==> config.mk <==
export PLATFORM = sky130hd
export DESIGN_NAME = logic_unit_pipe
export DESIGN_NICKNAME = d
export VERILOG_FILES = /design/src/rtl/logic_unit_pipe.sv
export SDC_FILE = /design/constraint.sdc
export NUM_CORES = 1
export LEC_CHECK = 0
export BUFFER_PORTS_ARGS = -buffer_cell sky130_fd_sc_hd__buf_2
export CORE_MARGIN = 1
export CORE_UTILIZATION = 53
export DETAILED_ROUTE_END_ITERATION = 10
export PLACE_DENSITY = 0.74
export SYNTH_ARGS = -nofsm -noshare
export SYNTH_HDL_FRONTEND = slang
export SYNTH_SLANG_ARGS = --single-unit
export TNS_END_PERCENT = 20
==> constraint.sdc <==
create_clock -name clk -period 2 [get_ports clk]
set_clock_uncertainty 0.05 [all_clocks]
set_input_delay 0.2 -clock clk [delete_from_list [all_inputs] [get_ports clk]]
set_output_delay 0.2 -clock clk [all_outputs]
set_load 0.02 [all_outputs]
==> src/rtl/logic_unit_pipe.sv <==
// Two-stage pipelined WIDTH-bit bitwise logic unit with valid/ready handshake.
// S1 registers operands and op; S2 registers the result and its zero flag.
module logic_unit_pipe #(
    parameter int unsigned WIDTH = 4
) (
    input  logic             clk,
    input  logic             rst_n,
    input  logic             in_valid,
    output logic             in_ready,
    input  logic [WIDTH-1:0] x,
    input  logic [WIDTH-1:0] y,
    input  logic [2:0]       op,
    output logic             out_valid,
    input  logic             out_ready,
    output logic [WIDTH-1:0] o,
    output logic             zero
);

    typedef enum logic [2:0] {
        OP_AND  = 3'b000,
        OP_OR   = 3'b001,
        OP_NOR  = 3'b010,
        OP_NAND = 3'b011,
        OP_XOR  = 3'b100,
        OP_XNOR = 3'b101,
        OP_NOTX = 3'b110,
        OP_PASS = 3'b111
    } op_e;

    logic             s1_valid_q, s1_valid_d;
    logic [WIDTH-1:0] x_q, x_d;
    logic [WIDTH-1:0] y_q, y_d;
    op_e              op_q, op_d;
    logic             s2_valid_q, s2_valid_d;
    logic [WIDTH-1:0] o_q, o_d;
    logic             zero_q, zero_d;

    logic             s1_adv;
    logic             s2_adv;
    logic [WIDTH-1:0] result;

    // Ready depends only on the valid registers and out_ready, never on in_valid.
    assign s2_adv   = !s2_valid_q || out_ready;
    assign s1_adv   = !s1_valid_q || s2_adv;
    assign in_ready = s1_adv;

    always_comb begin
        result = '0;
        case (op_q)
            OP_AND:  result = x_q & y_q;
            OP_OR:   result = x_q | y_q;
            OP_NOR:  result = ~(x_q | y_q);
            OP_NAND: result = ~(x_q & y_q);
            OP_XOR:  result = x_q ^ y_q;
            OP_XNOR: result = ~(x_q ^ y_q);
            OP_NOTX: result = ~x_q;
            OP_PASS: result = x_q;
            default: result = '0;
        endcase
    end

    always_comb begin
        s1_valid_d = s1_valid_q;
        x_d        = x_q;
        y_d        = y_q;
        op_d       = op_q;
        s2_valid_d = s2_valid_q;
        o_d        = o_q;
        zero_d     = zero_q;

        if (s1_adv) begin
            s1_valid_d = in_valid;
            if (in_valid) begin
                x_d  = x;
                y_d  = y;
                op_d = op_e'(op);
            end
        end

        // Data only loads on a real transfer so o/zero stay put under back-pressure.
        if (s2_adv) begin
            s2_valid_d = s1_valid_q;
            if (s1_valid_q) begin
                o_d    = result;
                zero_d = ~|result;
            end
        end
    end

    always_ff @(posedge clk or negedge rst_n) begin
        if (!rst_n) begin
            s1_valid_q <= 1'b0;
            x_q        <= '0;
            y_q        <= '0;
            op_q       <= OP_AND;
            s2_valid_q <= 1'b0;
            o_q        <= '0;
            zero_q     <= 1'b0;
        end else begin
            s1_valid_q <= s1_valid_d;
            x_q        <= x_d;
            y_q        <= y_d;
            op_q       <= op_d;
            s2_valid_q <= s2_valid_d;
            o_q        <= o_d;
            zero_q     <= zero_d;
        end
    end

    assign out_valid = s2_valid_q;
    assign o         = o_q;
    assign zero      = zero_q;

endmodule

======== Word level (Yosys, flattened, before mapping) ========
Index checks and enable logic that the tools add are counted.
operators by class
  equal/unequal tests ..................... 7
  reductions and logical operators ........ 9
  multiply operators ...................... 0
  shifts and indexed selects .............. 0
  divide/modulo/power cells ............... 0
  mux-type cells .......................... 1
  bitwise gates (word level) .............. 7
  $add $sub $neg .......................... 0
  magnitude comparators ................... 0
operators by type and width
  kind                                                  number
  case mux 4 bit (8 select lines)                       1
  NOT 4 bit                                             4
  equality test 3 bit (second input constant)           4
  equality test 3 x 2 -> 1 bit (second input constant)  2
  AND 4 bit                                             1
  OR 4 bit                                              1
  AND reduction 2 bit                                   2
  OR reduction 4 bit                                    1
  XOR 4 bit                                             1
  equality test 3 x 1 -> 1 bit (second input constant)  1
  logical NOT 1 bit                                     3
  logical NOT 3 bit                                     1
  logical OR 1 bit                                      2
storage, ports and cells
  memories ................................ 0
  bits in registers ....................... 18
  input bits .............................. 15
  bits in latches ......................... 0
  bits in writable memories ............... 0
  bits in read-only memories .............. 0
  output and inout bits ................... 7

======== Longest topological paths before layout ========
Gate-level depths: netlist (run 1).
  depth after elaboration ................. 5
  depth in mapped cells ................... 7
  mapped depth without buffers ............ 7

======== Worst setup path after synthesis (run 1) ========
OpenSTA, ideal clock, no wires.
  kind .................................... register -> register
  from .................................... reg x_q[1]
  to ...................................... reg zero_q, in the netlist zero
  cell stages (with the launch flop) ...... 7
  setup time .............................. 0.128 ns
  slack ................................... 0.268 ns
  arrival ................................. 1.554 ns
  data required time ...................... 1.822 ns
  clock period less this slack ............ 1.732 ns
  path buffers ............................ 0
  path through ............................ dfrtp_1 -> inv_1 -> ha_1 -> mux2_2 -> mux4_2 -> o2111ai_1 -> o31ai_1
on the way
  word-level cells in the longest chain between the ends .. 5
ends and longest elaborated chain
  item                                 line        RTL
  start, declared                      31          logic [WIDTH-1:0] x_q, x_d;
  start signal, assigned               93          x_q <= '0;
  start signal, assigned               101         x_q <= x_d;
  XOR 4 bit (tied with other cells)    54, 55
  NOT 4 bit (on tied branches)         55, 52, 53
  case mux 4 bit (8 select lines) (*)  49          case (op_q)
  OR reduction 4 bit (*)               85          zero_d = ~|result;
  logical NOT 1 bit (*)                85
  end signal, assigned                 106         zero_q <= zero_d;
  end, declared                        36          logic zero_q, zero_d;
Every way passes the cells marked *; elsewhere a longest branch is shown, timed or not.
A chain may end at the register's enable or synchronous reset.

======== Worst setup path in the final report (run 1) ========
Ends and elaborated chain as after synthesis.

==> flow_metrics.tcl, run 1 <==
set metrics [dict create \
    run_status "finished, final reports clean" \
    cell_area_after_layout_um2 1297 \
    hpwl_um 1474 \
    start_util_pct 56.89 \
    worst_hold_path.num_cells 2 \
    worst_r2r_startpoint "x_q[1]" \
    layout.cells.most_common_list "sky130_fd_sc_hd__buf_2 (21), sky130_fd_sc_hd__dfrtp_1 (18), sky130_fd_sc_hd__mux2_2 (14)" \
    grt_start_max_net_pins 19 \
    fin_nets 149 \
    data_required_time_of_the_critical_path_ns 2.14 \
    synth-seq-cells 18 \
    worst_skew_pair.late_latency_ns 0.30 \
    hold_viol_final 0 \
    first_pass_iters 4 \
    n_antenna_cell 0 \
    layout_setup_ws_ns 0.1609 \
    via_per_inst 5.428 \
    syn2layout_area_growth_pct 16.26 \
    reg2regPathDepth 6 \
    reg2reg_slack_ns 0.16 \
    combined_area_of_all_synthesized_cells_um2 1116 \
    hold_path_end "s1_valid_q" \
    dr.first_iter.drc_count 15 \
    inserted_clock_buffers 3 \
    syn-num-nets 124 \
    route.detailed.wl_per_inst_um 12.79 \
    path_clk_slew_ns 0.11 \
    die_area_um2 2293 \
    power_density_nw_per_um2 904.4 \
    finalCriticalPeriod_ns 1.839 \
    synthesis.yosys.warnings 0 \
    max_freq_ghz 0.5438 \
    hold_path.class "in -> reg" \
    timing.slew.headroom_pct 67.65 \
    via_count 825 \
    layout.cells.most_common "sky130_fd_sc_hd__buf_2" \
    post_dp_cell_area_um2 1244 \
    synth.distinct_cells 31 \
    p_leak_nw 0.6244 \
    power.total_w 0.001173 \
    cts_sinks 18 \
    timing.critical_path.to_type "register" \
    rsz_0062_raised_after_global_routing "false" \
    fin_crit_sh_pct 91.95 \
    finalSetupViolCount 0 \
    timing_worst_setup_path_type "reg -> reg" \
    max_slew.worst_pin.slew_ns 0.4852 \
    htree_levels 1 \
    top_level_ports 22 \
    vdd.ir_drop.worst_uv 588.1 \
    arrival_ns 1.98 \
    grtUsageTotal_pct 20.58 \
    timing.rr.end "zero" \
    avgSynthCellArea_um2 11.05 \
    routabilityCongestion 0.7471 \
    ys_seq_area_share_pct 40.36 \
    totalNegativeSetupSlack_ns 0 \
    vias_in_the_first_global_route 744 \
    number_of_maximum_capacitance_constraint_violations 0 \
    num_rows 16 \
    detail_route.drc_violations 0 \
    die-height_um 47.89 \
    syn-instance-count 101 \
    global_route_wire_length_before_repair_um 3187 \
    final_max_slew_viol_count 0 \
    path_max_fanout 3 \
    cts_tree "done" \
    antenna_found_initial 0 \
    minimum_setup_slack_after_placement_ns 0.1687 \
    postRouteWirelength_um 1944 \
    hold_path.startpoint "in_valid" \
    placement.io_buffers 21 \
    cp-start-kind "register" \
    cts_resized 0 \
    final_layout_size_suffix_gt1_share_pct 36.00 \
    cts-root-buf "sky130_fd_sc_hd__clkbuf_4" \
    core-area_um2 1962 \
    global_route.overflow_total 0 \
    clk_path_buf_depth 2 \
    floorplan.die.width_um 47.89 \
    route.antenna.remaining_nets 0 \
]
==> stage by stage <==
stage               hold WS, ns  utilization [%]  std cells
floorplan               -0.1456                -        101
CTS                     0.02881            65.75        151
global placement        0.09550            63.39        146
finish                  0.03603            66.14        152
global route            0.03309            66.14        152
detailed placement       0.1028            63.39        146
==> worst max-delay path by stage <==
stage	depth (start not counted)	startpoint	endpoint
floorplan	6	x_q[1]	zero
global placement	7	x_q[2]	zero
detailed placement	6	x_q[1]	zero
CTS	7	x_q[2]	zero
global route	7	x_q[2]	zero
finish	6	x_q[1]	zero
==> cells in the mapped netlist <==
cell / n / area, um^2
sky130_fd_sc_hd__nor2_1: 3 / 11.26
sky130_fd_sc_hd__and3_1: 1 / 6.260
sky130_fd_sc_hd__nand3b_1: 1 / 7.510
sky130_fd_sc_hd__nand3_1: 1 / 5.000
sky130_fd_sc_hd__a211oi_1: 1 / 7.510
sky130_fd_sc_hd__nor4_1: 1 / 6.260
sky130_fd_sc_hd__o21a_1: 1 / 7.510
sky130_fd_sc_hd__ha_1: 8 / 100.1
sky130_fd_sc_hd__inv_2: 1 / 3.750
sky130_fd_sc_hd__a31oi_1: 1 / 6.260
sky130_fd_sc_hd__a311oi_1: 1 / 8.760
sky130_fd_sc_hd__nand2_1: 7 / 26.28
sky130_fd_sc_hd__o2111ai_1: 1 / 8.760
sky130_fd_sc_hd__mux4_2: 2 / 45.04
sky130_fd_sc_hd__o21ai_1: 1 / 5.000
sky130_fd_sc_hd__mux2i_1: 5 / 50.05
sky130_fd_sc_hd__nand2b_1: 8 / 50.05
sky130_fd_sc_hd__mux2_4: 1 / 15.01
sky130_fd_sc_hd__inv_1: 8 / 30.03
sky130_fd_sc_hd__or3_1: 1 / 6.260
sky130_fd_sc_hd__xor2_1: 2 / 17.52
sky130_fd_sc_hd__o211ai_1: 3 / 22.52
sky130_fd_sc_hd__buf_2: 3 / 15.01
sky130_fd_sc_hd__o31ai_1: 2 / 15.01
sky130_fd_sc_hd__dfrtp_1: 18 / 450.4
sky130_fd_sc_hd__o22ai_1: 1 / 6.260
sky130_fd_sc_hd__clkbuf_1: 1 / 3.750
sky130_fd_sc_hd__mux2_2: 14 / 157.7
sky130_fd_sc_hd__and2_1: 1 / 6.260
sky130_fd_sc_hd__or2_0: 1 / 6.260
sky130_fd_sc_hd__xnor2_1: 1 / 8.760
==> power by group <==
group	internal, W	switching [W]	leakage (nW)
Clock	0.000111	0.000123	0.0210
Combinational	0.000220	0.000215	0.393
Sequential	0.000435	0.0000706	0.211
==> cell type report <==
class	count	area [um^2]
multi-input cells	70	613.1
fillers	162	664.4
clock buffers	4	36.28
repair buffers	24	130.1
well taps	27	33.78
inverters	9	33.78
flip-flops and latches	18	450.4
==> cells by family after synthesis <==
| family | share of synthesized area (%) |
|---|---|
| DFF | 40.36 |
| xor gates and xnor gates | 2.355 |
| and+or+nand+nor | 11.77 |
| AOI/OAI and AO/OA | 7.848 |
| muxes | 23.99 |
| buffers and inverters | 4.708 |
| adders and majority gates | 8.969 |
==> worst max-delay path, cell delays in order (launching register included) <==
cell and delay (ns):
sky130_fd_sc_hd__dfrtp_1 0.38, sky130_fd_sc_hd__inv_1 0.07, sky130_fd_sc_hd__ha_1 0.32, sky130_fd_sc_hd__mux2_2 0.27, sky130_fd_sc_hd__mux4_2 0.47, sky130_fd_sc_hd__o2111ai_1 0.09, sky130_fd_sc_hd__o31ai_1 0.08
==> layer usage <==
| layer | track usage (%) | vias to the layer above | share of wire (%) |
|---|---|---|---|
| li1 | - | 405 | - |
| met1 | 26.71 | 392 | 44 |
| met2 | 32.70 | 24 | 49 |
| met3 | 4.906 | 4 | 4.3 |
| met4 | 8.889 | 0 | 1.7 |
| met5 | 0 | - | 0 |
==> flip-flops by register name, summed over array words and instances (netlist names) <==
| name | cells |
|---|---|
| out_valid | 1 |
| op_q | 3 |
| s1_valid_q | 1 |
| y_q | 4 |
| x_q | 4 |
| o | 4 |
| zero | 1 |
==> what timing repair did <==
action | in CTS | in global routing
endpoints found under the setup margin | 0 | 1
buffers inserted | 0 | 1
hold buffers | 1 | 0
hold endpoints to repair | 18 | 0
(Power assumes the default switching activity.)
==> run 2: changes to the inputs <==
--- a/config.mk
+++ b/config.mk
@@ -6,8 +6,10 @@
 export NUM_CORES = 1
 export LEC_CHECK = 0
 export BUFFER_PORTS_ARGS = -buffer_cell sky130_fd_sc_hd__buf_2
+export CELL_PAD_IN_SITES_DETAIL_PLACEMENT = 1
+export CELL_PAD_IN_SITES_GLOBAL_PLACEMENT = 2
 export CORE_MARGIN = 1
-export CORE_UTILIZATION = 53
+export CORE_UTILIZATION = 34
 export DETAILED_ROUTE_END_ITERATION = 10
 export PLACE_DENSITY = 0.74
 export SYNTH_ARGS = -nofsm -noshare
==> flow_metrics.tcl, run 2 (synthesized netlist as in run 1, its figures left out) <==
set metrics [dict create \
    first_pass_iters 2 \
    timing.critical_path.to_type "register" \
    reg2reg_slack_ns 0.14 \
    max_slew.worst_pin.slew_ns 0.4869 \
    finalSetupViolCount 0 \
    max_freq_ghz 0.5379 \
    global_route.overflow_total 0 \
    num_rows 20 \
    layout.cells.most_common "sky130_fd_sc_hd__buf_2" \
    cts_sinks 18 \
    postLayoutCoreUtil_pct 43.09 \
    whs_ns 0.04696 \
    top_level_ports 22 \
    cts_resized 0 \
    final_layout_size_suffix_gt1_share_pct 36.51 \
    cts-root-buf "sky130_fd_sc_hd__clkbuf_4" \
    number_of_maximum_capacitance_constraint_violations 0 \
    fin_nets 150 \
    timing_worst_setup_path_type "reg -> reg" \
    syn2layout_area_growth_pct 18.83 \
    layout.cells.most_common_list "sky130_fd_sc_hd__buf_2 (21), sky130_fd_sc_hd__dfrtp_1 (18), sky130_fd_sc_hd__mux2_2 (14)" \
    internal_power_w 0.0007693 \
    inserted_clock_buffers 3 \
    via_per_inst 4.876 \
    n_antenna_cell 0 \
    final_max_slew_viol_count 0 \
    fin_crit_sh_pct 92.95 \
    htree_levels 1 \
    clk_path_buf_depth 2 \
    core-area_um2 3078 \
    die-height_um 59.30 \
    timing.slew.headroom_pct 67.54 \
    p_leak_nw 0.6292 \
    run_status "finished, final reports clean" \
    worst_skew_pair.late_latency_ns 0.30 \
    floorplan.die.width_um 59.30 \
    cts_tree "done" \
    share_clk_of_total_power_pct 19.5 \
    timing.rr.end "zero" \
    global_route_wire_length_before_repair_um 3594 \
    layoutNonFillerInstCount 170 \
    placement.io_buffers 21 \
    worst_hold_path.num_cells 2 \
    cp-start-kind "register" \
    sequentialPowerShare_pct 42.7 \
    comb_power_share_pct 37.8 \
    die_area_um2 3516 \
    hold_viol_final 0 \
    route.detailed.wl_per_inst_um 12.39 \
    rsz_0062_raised_after_global_routing "false" \
    grtUsageTotal_pct 13.99 \
    path_clk_slew_ns 0.11 \
    dr.first_iter.drc_count 14 \
    reg2regPathDepth 6 \
    vdd.ir_drop.worst_uv 515.9 \
    power_density_nw_per_um2 884.7 \
    data_required_time_of_the_critical_path_ns 2.13 \
    start_util_pct 36.26 \
    dpl_cells 164 \
    totalNegativeSetupSlack_ns 0 \
    antenna_found_initial 0 \
    vias_in_the_first_global_route 832 \
    routabilityCongestion 0.7380 \
    sw_frac_of_total_pct 34.43 \
    switching_power_total_w 0.0004040 \
    power.total_w 0.001173 \
    hpwl_um 1651 \
    via_count 829 \
    hold_path.startpoint "in_valid" \
    postRouteWirelength_um 2107 \
    worst_r2r_startpoint "x_q[1]" \
    grt_start_max_net_pins 19 \
    route.antenna.remaining_nets 0 \
    finalCriticalPeriod_ns 1.859 \
    detail_route.drc_violations 0 \
    arrival_ns 1.99 \
    hold_path_end "s1_valid_q" \
    hold_path.class "in -> reg" \
    worstSetupStartpoint "x_q[1]" \
    path_max_fanout 3 \
]
run 2: changes by cell type in the layout (fill, tap and decap cells not counted):
cell                    change
sky130_fd_sc_hd__buf_4      +1
run 2: metrics by stage:
step / worst slack, ns / instance area [um^2]
after floorplan: 0.2682 / 1116
after global placement: 0.2072 / 1272
after detailed placement: 0.1477 / 1272
after CTS: 0.1231 / 1319
after global routing: 0.02620 / 1326
final: 0.1411 / 1326
run 2: power by group through the flow:
stage               Sequential, W  Combinational [W]  Clock, W
floorplan                0.000536           0.000289         0
global placement         0.000506           0.000430         0
detailed placement       0.000513           0.000442         0
CTS                      0.000504           0.000446  0.000238
global route             0.000513           0.000498  0.000258
finish                   0.000501           0.000444  0.000229
run 2: layout make-up:
cell class / count / area [um^2]
Fill cell: 361 / 1752
Multi-Input combinational cell: 70 / 613.1
Sequential cell: 18 / 450.4
Timing Repair Buffer: 25 / 137.6
Tap cell: 44 / 55.05
Clock buffer: 4 / 36.28
Inverter: 9 / 33.78
run 2: timing repair:
action                                 4_1_cts  5_1_grt
setup buffers                                0        1
setup endpoints to repair                    0        1
endpoints found under the hold margin       18        0
hold buffers                                 1        0
run 2: worst max path at each step:
stage          endpoint  slack, ns  depth (start not counted)
2_1_floorplan      zero       0.27                          6
3_3_place_gp       o[3]       0.21                          6
3_5_place_dp       zero       0.15                          7
4_1_cts            zero       0.12                          7
5_1_grt            zero       0.03                          5
6_report           zero       0.14                          6
run 2: layer usage:
metal	up-vias	GRT usage, %	wire (um)
li1	404	-	-
met3	2	4.585	102
met1	407	17.31	972
met4	0	3.061	17
met5	-	0	0
met2	16	23.60	1015
run 2: critical path, stage by stage, from the launching register on:
cell	delay (ns)
sky130_fd_sc_hd__dfrtp_1	0.38
sky130_fd_sc_hd__inv_1	0.08
sky130_fd_sc_hd__ha_1	0.31
sky130_fd_sc_hd__mux2_2	0.26
sky130_fd_sc_hd__mux4_2	0.47
sky130_fd_sc_hd__o2111ai_1	0.10
sky130_fd_sc_hd__o31ai_1	0.09
==> run 3: changes to the inputs <==
--- a/config.mk
+++ b/config.mk
@@ -8,7 +8,7 @@
 export BUFFER_PORTS_ARGS = -buffer_cell sky130_fd_sc_hd__buf_2
 export CELL_PAD_IN_SITES_DETAIL_PLACEMENT = 1
 export CELL_PAD_IN_SITES_GLOBAL_PLACEMENT = 2
-export CORE_MARGIN = 1
+export CORE_MARGIN = 10
 export CORE_UTILIZATION = 34
 export DETAILED_ROUTE_END_ITERATION = 10
 export PLACE_DENSITY = 0.74
==> flow_metrics.tcl, run 3 (synthesized netlist as in run 1, its figures left out) <==
set metrics [dict create \
    layout_setup_ws_ns 0.1293 \
    fin_crit_sh_pct 93.54 \
    totalNegativeSetupSlack_ns 0 \
    start_util_pct 35.97 \
    arrival_ns 2.02 \
    num_rows 20 \
    route.antenna.remaining_nets 0 \
    vdd.ir_drop.worst_uv 319.8 \
    cts_tree "done" \
    hold_path_end "s1_valid_q" \
    placement.io_buffers 21 \
    grt_start_max_net_pins 19 \
    routabilityCongestion 0.7340 \
    timing_worst_setup_path_type "reg -> reg" \
    crit_chain "inv_1 -> ha_1 -> mux2_2 -> mux4_2 -> o2111ai_1 -> o31ai_1" \
    dr.first_iter.drc_count 10 \
    first_pass_iters 4 \
    final.fill_count 374 \
    top_level_ports 22 \
    global_route.overflow_total 0 \
    final_max_slew_viol_count 0 \
    syn2layout_area_growth_pct 18.83 \
    power_density_nw_per_um2 896.6 \
    cp-start-kind "register" \
    timing.critical_path.slowest_stage_cell "sky130_fd_sc_hd__mux4_2" \
    path_max_fanout 3 \
    minimum_setup_slack_after_placement_ns 0.1280 \
    antenna_found_initial 0 \
    busiest_layer "met2" \
    via_per_inst 4.800 \
    timing.slew.headroom_pct 67.97 \
    grtUsageTotal_pct 8.030 \
    hold_viol_final 0 \
    reg2regPathDepth 6 \
    grt_util_met1_pct 9.085 \
    path_clk_slew_ns 0.12 \
    core-area_um2 3103 \
    postRouteWirelength_um 2419 \
    fin_nets 150 \
    timing.critical_path.to_type "register" \
    timing.critical_path.slowest_cell_delay_ns 0.48 \
    layout.cells.most_common_list "sky130_fd_sc_hd__buf_2 (21), sky130_fd_sc_hd__dfrtp_1 (18), sky130_fd_sc_hd__mux2_2 (14)" \
    worst_hold_path.num_cells 2 \
    use_met3_pct 3.147 \
    max_slew.worst_pin.slew_ns 0.4804 \
    hpwl_um 1886 \
    finalSetupViolCount 0 \
    worst_skew_pair.late_latency_ns 0.31 \
    floorplan.die.width_um 77.30 \
    number_of_maximum_capacitance_constraint_violations 0 \
    die-height_um 77.30 \
    clk_path_buf_depth 2 \
    finalCriticalPeriod_ns 1.871 \
    htree_levels 1 \
    reg2reg_slack_ns 0.13 \
    inserted_clock_buffers 3 \
    cts_sinks 18 \
    max_freq_ghz 0.5346 \
    detail_route.drc_violations 0 \
    met2_usage_pct 13.13 \
    cts_resized 0 \
    timing.rr.end "zero" \
    layout.cells.most_common "sky130_fd_sc_hd__buf_2" \
    vias_in_the_first_global_route 879 \
    n_antenna_cell 0 \
    data_required_time_of_the_critical_path_ns 2.15 \
    via_count 816 \
    rsz_0062_raised_after_global_routing "false" \
    die_area_um2 5975 \
    p_leak_nw 0.6292 \
    final_layout_size_suffix_gt1_share_pct 36.51 \
    worst_r2r_startpoint "x_q[1]" \
    global_route_wire_length_before_repair_um 4022 \
    route.detailed.wl_per_inst_um 14.23 \
    hold_path.class "in -> reg" \
    run_status "finished, final reports clean" \
    cts-root-buf "sky130_fd_sc_hd__clkbuf_4" \
    hold_path.startpoint "in_valid" \
]
## run 3: cell counts in the layout (fill, tap and decap cells not counted)
Identical to the previous run, type by type.
## run 3: area by class of cell
type	count	area, um^2	area share, %
Timing Repair Buffer	25	137.6	10.38
Clock buffer	4	36.28	2.736
Inverter	9	33.78	2.547
Sequential cell	18	450.4	33.96
Tap cell	44	55.05	4.151
Multi-Input combinational cell	70	613.1	46.23
## run 3: metal layers
| metal | share of wire [%] | routed length, um | vias to the layer above |
|---|---|---|---|
| met2 | 46 | 1108 | 20 |
| met4 | 1.4 | 34 | 0 |
| met1 | 45 | 1085 | 389 |
| li1 | - | - | 402 |
| met5 | 0 | 0 | - |
| met3 | 7.9 | 191 | 5 |
## run 3: timing repair
action,in CTS,in global routing
endpoints found under the hold margin,18,0
hold buffers,1,0
buffers inserted,0,2
setup endpoints to repair,0,1
## run 3: critical path: cells and delay by family, from the launching register on
| family | cells | cell delay (ns) |
|---|---|---|
| muxes | 2 | 0.75 |
| buffers and inverters | 1 | 0.08 |
| adders and majority gates | 1 | 0.31 |
| AOI/OAI and AO/OA | 2 | 0.19 |
| DFF | 1 | 0.38 |
## run 3: where the power goes
group	total [W]	internal, W	switching (W)
registers	0.000505	0.000434	0.0000702
logic	0.000445	0.000224	0.000221
clock network	0.000240	0.000111	0.000128
## run 3: metrics by stage
step	total power [W]	area, um^2	hold slack (ns)	std cells	util [%]
2_1_floorplan	0.0008250	1116	-0.1456	101	-
3_3_place_gp	0.0009367	1265	0.1096	163	40.77
3_5_place_dp	0.0009579	1265	0.1101	163	40.77
4_1_cts	0.001198	1311	0.04929	168	42.26
5_1_grt	0.001281	1326	0.04502	170	42.74
6_report	0.001189	1326	0.04883	170	42.74
## run 3: how the worst max path moves through the flow
stage	from	slack [ns]	cells after the start	to
after floorplan	x_q[1]	0.27	6	zero
after global placement	x_q[1]	0.17	6	zero
after detailed placement	x_q[2]	0.13	7	zero
after CTS	x_q[2]	0.11	7	zero
after global routing	op_q[0]	0.005	5	zero
final	x_q[1]	0.13	6	zero
